$ cat src/rtl/charge_detect_if.sv
// Tone input and decoded-note outputs of the charge_detect receiver.
// The master drives the tone; the slave is the decoder.
`timescale 1ns/1ps
interface charge_detect_if;
    logic       tone;
    logic [2:0] cur_note;
    logic       note_vld;
    logic [2:0] note_id;
    logic [2:0] note_dur;
    logic [2:0] seq_idx;
    logic       charge_det;

    modport master (
        output tone,
        input  cur_note, note_vld, note_id, note_dur, seq_idx, charge_det
    );

    modport slave (
        input  tone,
        output cur_note, note_vld, note_id, note_dur, seq_idx, charge_det
    );
endinterface

$ cat src/rtl/charge_detect.sv
// Piezo tone receiver: classifies square-wave periods into notes, emits note events
// and detects the six-note charge fanfare. Define CHARGE_DETECT_DUR_CHECK_EN to also match durations.
`timescale 1ns/1ps
module charge_detect #(
    parameter int unsigned FAST_SIM = 1,
    parameter int unsigned TOL      = 256
) (
    input  logic           clk,
    input  logic           rst,
    charge_detect_if.slave bus
);
    localparam int unsigned UNIT_LG = (FAST_SIM != 0) ? 18 : 22;
    localparam logic [14:0] CNT_MAX = '1;
    localparam logic [14:0] PER_G6  = 15'd31888;
    localparam logic [14:0] PER_C7  = 15'd23890;
    localparam logic [14:0] PER_E7  = 15'd18960;
    localparam logic [14:0] PER_G7  = 15'd15944;

    typedef enum logic [2:0] {
        NOTE_NONE = 3'd0,
        NOTE_G6   = 3'd1,
        NOTE_C7   = 3'd2,
        NOTE_E7   = 3'd3,
        NOTE_G7   = 3'd4
    } note_e;

    typedef enum logic [2:0] {
        S_IDLE = 3'd0,
        S_M1   = 3'd1,
        S_M2   = 3'd2,
        S_M3   = 3'd3,
        S_M4   = 3'd4,
        S_M5   = 3'd5
    } seq_e;

    function automatic logic near(input logic [14:0] p, input logic [14:0] nom);
        logic [14:0] diff;
        diff = (p >= nom) ? (p - nom) : (nom - p);
        return 32'(diff) <= TOL;
    endfunction

    function automatic note_e classify(input logic [14:0] p);
        if (p == CNT_MAX)         return NOTE_NONE;
        else if (near(p, PER_G6)) return NOTE_G6;
        else if (near(p, PER_C7)) return NOTE_C7;
        else if (near(p, PER_E7)) return NOTE_E7;
        else if (near(p, PER_G7)) return NOTE_G7;
        else                      return NOTE_NONE;
    endfunction

    function automatic note_e seq_note(input seq_e s);
        case (s)
            S_IDLE:  return NOTE_G6;
            S_M1:    return NOTE_C7;
            S_M2:    return NOTE_E7;
            S_M3:    return NOTE_G7;
            S_M4:    return NOTE_E7;
            S_M5:    return NOTE_G7;
            default: return NOTE_NONE;
        endcase
    endfunction

`ifdef CHARGE_DETECT_DUR_CHECK_EN
    function automatic logic [2:0] seq_dur(input seq_e s);
        case (s)
            S_IDLE:  return 3'd2;
            S_M1:    return 3'd2;
            S_M2:    return 3'd2;
            S_M3:    return 3'd3;
            S_M4:    return 3'd1;
            S_M5:    return 3'd4;
            default: return 3'd0;
        endcase
    endfunction
`endif

    logic        sync1_q, sync2_q, sync3_q;
    logic        rise, sat, note_chg;
    logic [14:0] per_q, per_d;
    note_e       cls, cand_q, cand_d, cur_q, cur_d, prev_q;
    logic [1:0]  match_q, match_d;
    logic [24:0] dur_q, dur_d;
    logic [25:0] dur_rnd, dur_units;
    logic        vld_q, vld_d;
    note_e       id_q, id_d;
    logic [2:0]  ndur_q, ndur_d;
    seq_e        state_q, state_d;
    logic        charge_q, charge_d;
    logic        ev_hit, ev_first;

    assign rise = sync2_q & ~sync3_q;
    assign sat  = (per_q == CNT_MAX);
    assign cls  = classify(per_q);

    always_comb begin
        per_d = per_q;
        if (rise)      per_d = 15'd1;
        else if (!sat) per_d = per_q + 15'd1;
    end

    // A rising edge takes priority over silence; the saturated period then classifies as NONE.
    always_comb begin
        cand_d  = cand_q;
        match_d = match_q;
        cur_d   = cur_q;
        if (match_q == 2'd3 && cand_q != cur_q) cur_d = cand_q;
        if (rise) begin
            if (cls == cand_q) begin
                if (match_q != 2'd3) match_d = match_q + 2'd1;
            end else begin
                cand_d  = cls;
                match_d = 2'd0;
            end
        end else if (sat) begin
            cand_d  = NOTE_NONE;
            match_d = 2'd0;
            cur_d   = NOTE_NONE;
        end
    end

    // prev_q lags cur_q by one clock, so the event and the duration clear land together.
    assign note_chg  = (prev_q != cur_q);
    assign dur_rnd   = {1'b0, dur_q} + (26'd1 << (UNIT_LG - 1));
    assign dur_units = dur_rnd >> UNIT_LG;

    always_comb begin
        dur_d = dur_q;
        if (note_chg)                                 dur_d = '0;
        else if (cur_q != NOTE_NONE && dur_q != '1)   dur_d = dur_q + 25'd1;
        vld_d  = note_chg && (prev_q != NOTE_NONE);
        id_d   = vld_d ? prev_q : id_q;
        ndur_d = ndur_q;
        if (vld_d) ndur_d = (dur_units > 26'd7) ? 3'd7 : dur_units[2:0];
    end

`ifdef CHARGE_DETECT_DUR_CHECK_EN
    assign ev_hit   = (id_q == seq_note(state_q)) && (ndur_q == seq_dur(state_q));
    assign ev_first = (id_q == NOTE_G6) && (ndur_q == seq_dur(S_IDLE));
`else
    assign ev_hit   = (id_q == seq_note(state_q));
    assign ev_first = (id_q == NOTE_G6);
`endif

    always_comb begin
        state_d  = state_q;
        charge_d = 1'b0;
        if (vld_q) begin
            if (ev_hit) begin
                case (state_q)
                    S_IDLE:  state_d = S_M1;
                    S_M1:    state_d = S_M2;
                    S_M2:    state_d = S_M3;
                    S_M3:    state_d = S_M4;
                    S_M4:    state_d = S_M5;
                    S_M5: begin
                        state_d  = S_IDLE;
                        charge_d = 1'b1;
                    end
                    default: state_d = S_IDLE;
                endcase
            end else if (ev_first) begin
                state_d = S_M1;
            end else begin
                state_d = S_IDLE;
            end
        end
    end

    always_ff @(posedge clk) begin
        if (rst) begin
            sync1_q  <= 1'b0;
            sync2_q  <= 1'b0;
            sync3_q  <= 1'b0;
            per_q    <= '0;
            cand_q   <= NOTE_NONE;
            match_q  <= '0;
            cur_q    <= NOTE_NONE;
            prev_q   <= NOTE_NONE;
            dur_q    <= '0;
            vld_q    <= 1'b0;
            id_q     <= NOTE_NONE;
            ndur_q   <= '0;
            state_q  <= S_IDLE;
            charge_q <= 1'b0;
        end else begin
            sync1_q  <= bus.tone;
            sync2_q  <= sync1_q;
            sync3_q  <= sync2_q;
            per_q    <= per_d;
            cand_q   <= cand_d;
            match_q  <= match_d;
            cur_q    <= cur_d;
            prev_q   <= cur_q;
            dur_q    <= dur_d;
            vld_q    <= vld_d;
            id_q     <= id_d;
            ndur_q   <= ndur_d;
            state_q  <= state_d;
            charge_q <= charge_d;
        end
    end

    assign bus.cur_note   = cur_q;
    assign bus.note_vld   = vld_q;
    assign bus.note_id    = id_q;
    assign bus.note_dur   = ndur_q;
    assign bus.seq_idx    = state_q;
    assign bus.charge_det = charge_q;
endmodule

$ cat src/flat_wrapper.sv
// flat-port wrapper written by rule: the top's interface ports become plain ports
module charge_detect_flat 
#(
    parameter int unsigned FAST_SIM = 1,
    parameter int unsigned TOL      = 256
)
  (clk, rst, bus_tone, bus_cur_note, bus_note_vld, bus_note_id, bus_note_dur, bus_seq_idx, bus_charge_det);
  charge_detect_if bus_i ();
  input  logic clk;
  input  logic rst;
  input wire logic [$bits(bus_i.tone)-1:0] bus_tone;
  output wire logic [$bits(bus_i.cur_note)-1:0] bus_cur_note;
  output wire logic [$bits(bus_i.note_vld)-1:0] bus_note_vld;
  output wire logic [$bits(bus_i.note_id)-1:0] bus_note_id;
  output wire logic [$bits(bus_i.note_dur)-1:0] bus_note_dur;
  output wire logic [$bits(bus_i.seq_idx)-1:0] bus_seq_idx;
  output wire logic [$bits(bus_i.charge_det)-1:0] bus_charge_det;
  assign bus_i.tone = bus_tone;
  assign bus_cur_note = bus_i.cur_note;
  assign bus_note_vld = bus_i.note_vld;
  assign bus_note_id = bus_i.note_id;
  assign bus_note_dur = bus_i.note_dur;
  assign bus_seq_idx = bus_i.seq_idx;
  assign bus_charge_det = bus_i.charge_det;
  charge_detect #(.FAST_SIM(FAST_SIM), .TOL(TOL)) u_core (.clk(clk), .rst(rst), .bus(bus_i));
endmodule
$ cat config.mk
export PLATFORM = sky130hd
export DESIGN_NAME = charge_detect_flat
export DESIGN_NICKNAME = d
export VERILOG_FILES = /design/src/rtl/charge_detect_if.sv /design/src/rtl/charge_detect.sv /design/src/flat_wrapper.sv
export SDC_FILE = /design/constraint.sdc
export NUM_CORES = 1
export LEC_CHECK = 0
export CORE_MARGIN = 3
export CORE_UTILIZATION = 55
export DETAILED_ROUTE_END_ITERATION = 10
export PLACE_DENSITY_LB_ADDON = 0.3
export RECOVER_POWER = 50
export SYNTH_ARGS = -nofsm -noshare
export SYNTH_HDL_FRONTEND = slang
export SYNTH_SLANG_ARGS = --single-unit
$ cat constraint.sdc
create_clock -name clk -period 3.65 [get_ports clk]
set_input_delay 0.365 -clock clk [delete_from_list [all_inputs] [get_ports clk]]
set_output_delay 0.365 -clock clk [all_outputs]
set_load 0.02 [all_outputs]
* Word-level counts from Yosys, hierarchy flattened
Cells that the tools add are included.
W data, S select, Z words.
** Storage, ports and cells
- Register bits after elaboration :: 65
- Output and inout bits :: 14
** Operators by class
- $add $sub $neg :: 12
- Magnitude comparators :: 9
- Eq/ne operators :: 17
- Muxes and demuxes :: 27
- Bitwise logic cells :: 4
- Reduce and logical (&&, ||, !) cells :: 14
** Operators by type and width (count)
- $le A15 B9 Y1 const B :: 4
- $mux W15 :: 4
- $ge A15 B15 Y1 const B :: 3
- $sub A15 B15 Y15 const A :: 3
- $sub A15 B15 Y15 const B :: 3
- $mux W3 :: 13
- $add A25 B18 Y26 const B :: 1
- $add A25 B1 Y25 const B :: 1
- $ne A25 B25 Y1 const B :: 1
- $add A15 B1 Y15 const B :: 1
- $eq A15 B15 Y1 const B :: 1
- $ge A15 B14 Y1 const B :: 1
- $pmux W3 S5 :: 1
- $sub A14 B15 Y15 const A :: 1
- $sub A15 B14 Y15 const B :: 1
- $pmux W3 S4 :: 1
- $gt A8 B3 Y1 const B :: 1
- $mux W2 :: 4
- $reduce_or A2 Y1 :: 4
- $eq A3 B1 Y1 const B :: 2
- $eq A3 B2 Y1 const B :: 2
- $eq A3 B3 Y1 :: 2
- $eq A3 B3 Y1 const B :: 2
- $ne A3 B3 Y1 :: 2
- 14 further kinds :: 24

* Depth between registers and ports, before layout
- Depth after elaboration :: 11
- Mapped depth :: 15

* Least setup slack after synthesis
No wires, ideal clock.
- Kind :: register to register
- Start point :: reg u_core.per_q[2]
- End point :: reg u_core.match_q[0]
- Setup time :: 79 ps
- Data arrival time :: 3566 ps
- Data required time :: 3571 ps
- Slack :: 5 ps
- Stages on the path, launching flop included :: 14
- Cell sequence :: dfxtp_1 -> clkbuf_1 -> inv_1 -> ha_1 -> nor2b_4 -> a41oi_2 -> a21o_1 -> buf_6 -> mux4_2 -> or4_4 -> a2111oi_4 -> xnor2_1 -> o211ai_1 -> o211ai_1
** Between the ends
- Longest elaborated chain between the ends :: 11
** RTL lines
- start: declaration :: line charge_detect.sv:79 : logic [14:0] per_q, per_d;
- start signal: assignment :: line charge_detect.sv:189 : per_q <= per_d;
- $sub A14 B15 Y15, or another cell as far along :: line charge_detect.sv:38 : diff = (p >= nom) ? (p - nom) : (nom - p);
- $mux W15 :: line charge_detect.sv:38
- $le A15 B9 Y1 :: line charge_detect.sv:39 : return 32'(diff) <= TOL;
- $mux W3 :: line charge_detect.sv:47 : else if (near(p, PER_G7)) return NOTE_G7;
- $mux W3 :: line charge_detect.sv:46 : else if (near(p, PER_E7)) return NOTE_E7;
- $mux W3 :: line charge_detect.sv:45 : else if (near(p, PER_C7)) return NOTE_C7;
- $mux W3 :: line charge_detect.sv:44 : else if (near(p, PER_G6)) return NOTE_G6;
- $mux W3 :: line charge_detect.sv:43 : if (p == CNT_MAX) return NOTE_NONE;
- $eq A3 B3 Y1 :: line charge_detect.sv:108 : if (cls == cand_q) begin
- $ne A3 B3 Y1 (no line) or $mux W2 (tied branches)
- $reduce_and A2 Y1 (no line) or $mux W2 (tied branches)
- end signal: assignment :: line charge_detect.sv:191 : match_q <= match_d;
- end: declaration :: line charge_detect.sv:81 : logic [1:0] match_q, match_d;
Parallel ways exist; a longest one is shown, timed or not.
A chain may end at the register's enable or synchronous reset.

* Worst setup path in the final report
- Start point :: reg u_core.per_q[3]
- End point :: reg u_core.match_q[0]
Same word-level chain as after synthesis.

==> impl_metrics.csv <==
group,metric,value,unit
synth,yosysWarnings,0,
synth,syn_inst,730,
synth,synth_seq_area_share,24.00,%
cts,path_clk_slew,0.08,ns
job,drv_cap,0,
global_routing,grt_pass1_wl,25970,microns
die,coreArea,0.009415,sq mm
die,die_width,105.3,microns
placed_design,dp_cells,867,
pwr,swShare,23.71,%
sta,tns,0,ns
sta,period_needed,3.536,ns
layout,final_area,0.006135,sq mm
cts,root_buffer,"clkbuf_8",
detailed_routing,drc_errors,0,
layout,mostFrequentLayoutCells,"nor2_1, dfxtp_1, nand2_1",
critical_path,cp_data_arrival_time,3.81,ns
die,die_y,105.3,microns
pwr,power.internal,1.212,mW
pwr,power.switching,0.3766,mW
critical_path,required,3.92,ns
layout,fin_cells,883,
critical_path,worstPathCellList,"inv_1, ha_1, nor2b_1, nor3_1, buf_4, a31o_2, buf_4, a211o_1, o2111ai_1, or3b_2, a2111oi_2, mux2i_2, o211ai_1, o211ai_1",
die,rows,35,
placed_design,post-place-ws,0.04650,ns
critical_path,endpoint_kind,"flip-flop",
critical_path,start_kind,"flip-flop",
die,initial_utilization,57.59,%
synth,syn_avg_cell_area,7.428,sq um
placed_design,portBuffers,16,
sta,final-hold-violation-count,0,
cts,htreeDepth,3,
layout,fin_nets,774,
layout,mostFrequentLayoutCell,"nor2_1",
sta,worst_slack,0.1140,ns
synth,synth_edf_count,0,
min_path,hold_class,"reg2reg",
pwr,power_frac_comb,6.7,%
detailed_routing,viasPerCell,6.413,
die,io_pins,17,
cts,clock_latency,0.35,ns
sta,setup_viol_count_final,0,
layout,fin_util,65.16,%
cts,cts_sinks,65,
cts,post_cts_buffers,0,
sta,fmax,0.2828,GHz
layout,drive_above_1_share,11.67,%
pwr,p_leak,2.184,nW
synth,yosys.cell_types.count,76,
pwr,power_density,259.0,mW/mm^2
placed_design,placed_area,0.005862,sq mm
global_routing,grt_use_total,28.08,%
sta,finClkSkew,0.01193,ns
sta,finalCritPeriodShare,96.88,%
layout,antennaDiodeCount,0,
pwr,finalPower,1.589,mW
critical_path,crit_type,"reg2reg",
detailed_routing,wl_per_cell,17.56,microns
cts,cts_resized,0,
layout,area_growth,13.13,%
layout,multi_input_area,0.003869,sq mm
global_routing,overflow,0,
sta,drv_slew,0,
sta,hold_ws,0.4402,ns
sta,worst_pin_slew,1.305,ns
pwr,p_seq_share,45.1,%
global_routing,antenna_found_initial,0,
pwr,power_frac_clock,48.2,%
run_status,status,"complete, no violations",
synth,syn-num-nets,755,
die,dieArea,0.01109,sq mm
detailed_routing,drt_iter0_drc,512,
global_routing,grt_max_degree,29,
layout,fillers,797,
critical_path,critPathMaxStageDelay,0.50,ns
cts,numCtsBuffers,9,
synth,synth_area,0.005423,sq mm
synth,synth-main-ff-cell,"dfxtp_1",
cts,tritoncts,"done",
synth,ys_ff_latch,65,
layout,seq_area,0.001304,sq mm
placed_design,hpwl,11330,microns
detailed_routing,wirelength,15510,microns
critical_path,slowest_stage,"or3b_2",
global_routing,first_global_vias,5287,
detailed_routing,dr_total_vias,5663,
sta,slew_headroom,12.99,%
cts,clk_path_buf_depth,2,
pwr,ir_worst_vdd,0.3532,mV
detailed_routing,ant_nets,0,
placed_design,routabilityCongestion,1.021,
critical_path,worstPathMaxFanout,7,
cts,cts_hold_buffers,0,
synth,synth-async-reset-ratio,0,%
detailed_routing,dr.pass1.iters,6,
[final cells by class]
type / count / share of cell area (%)
clock buffers: 10 / 2.080
clock inverters: 6 / 1.876
inverters: 19 / 1.163
multi-input cells: 594 / 63.06
flip-flops and latches: 65 / 21.25
well taps: 129 / 2.631
repair buffers: 60 / 7.934
[per-layer routing]
metal	track usage [%]	vias to the layer above	wire (microns)
met3	5.144	40	1250
met4	9.747	0	418
met1	37.22	2626	6586
li1	-	2701	-
met2	45.77	296	7250
met5	0	-	0
[cell families (layout without fill, tap and decap cells)]
logic type	count (synthesis)	in the layout	share of synthesized area, %
compound gates	185	185	24.07
xor+xnor	56	56	9.045
fa+ha+maj	22	22	5.076
buf+inv	71	95	5.238
flops	65	65	24.00
mux	13	13	2.677
simple gates	318	318	29.90
[synth_stat cells (10+ instances only)]
library cell / n / area (sq um)
o211ai_1: 10 / 75.07
nor2b_1: 13 / 81.33
ha_1: 22 / 275.3
mux2i_1: 10 / 100.1
inv_1: 16 / 60.06
xnor2_1: 35 / 306.5
nand4_1: 14 / 87.58
nand2b_1: 14 / 87.58
a21oi_1: 43 / 215.2
nor3_1: 30 / 150.1
a211oi_1: 10 / 75.07
dfxtp_1: 65 / 1301
clkbuf_1: 38 / 142.6
nand3_1: 31 / 155.2
nor2_1: 92 / 345.3
nand2_1: 59 / 221.5
o21ai_0: 33 / 165.2
xor2_1: 21 / 183.9
[critical path: cells and delay by family (launching register included)]
family          cells  cell delay, ns
simple gates        3            0.88
mux                 1            0.35
flops               1            0.34
fa+ha+maj           1            0.24
compound gates      6            1.26
buf+inv             3            0.40
[power groups by stage]
| stage | clock, mW | combinational, mW | sequential, mW |
|---|---|---|---|
| final | 0.765 | 0.107 | 0.717 |
| after detailed placement | 0 | 0.104 | 0.734 |
| after floorplan | 0 | 0.0701 | 0.735 |
| after CTS | 0.770 | 0.105 | 0.717 |
| after global routing | 0.803 | 0.116 | 0.718 |
| after global placement | 0 | 0.103 | 0.734 |
[path summary, 6_finish.rpt]
path	from	endpoint	slack, ns	cells after the start
max reg2reg	u_core.per_q[3]	u_core.match_q[0]	0.11	14
min reg2reg	u_core.sync1_q	u_core.sync2_q	0.44	1
max	u_core.per_q[3]	u_core.match_q[0]	0.11	14
min	u_core.sync1_q	u_core.sync2_q	0.44	1
[registers in the layout (all words and copies together) (netlist names)]
name,cells
u_core.sync1_q,1
u_core.bus.cur_note,3
u_core.bus.charge_det,1
u_core.prev_q,3
u_core.bus.note_dur,3
u_core.sync3_q,1
u_core.cand_q,3
u_core.bus.seq_idx,3
u_core.bus.note_id,3
u_core.match_q,2
u_core.bus.note_vld,1
u_core.sync2_q,1
u_core.per_q,15
u_core.dur_q,25
Note: power is estimated with default switching activity, not from simulation.
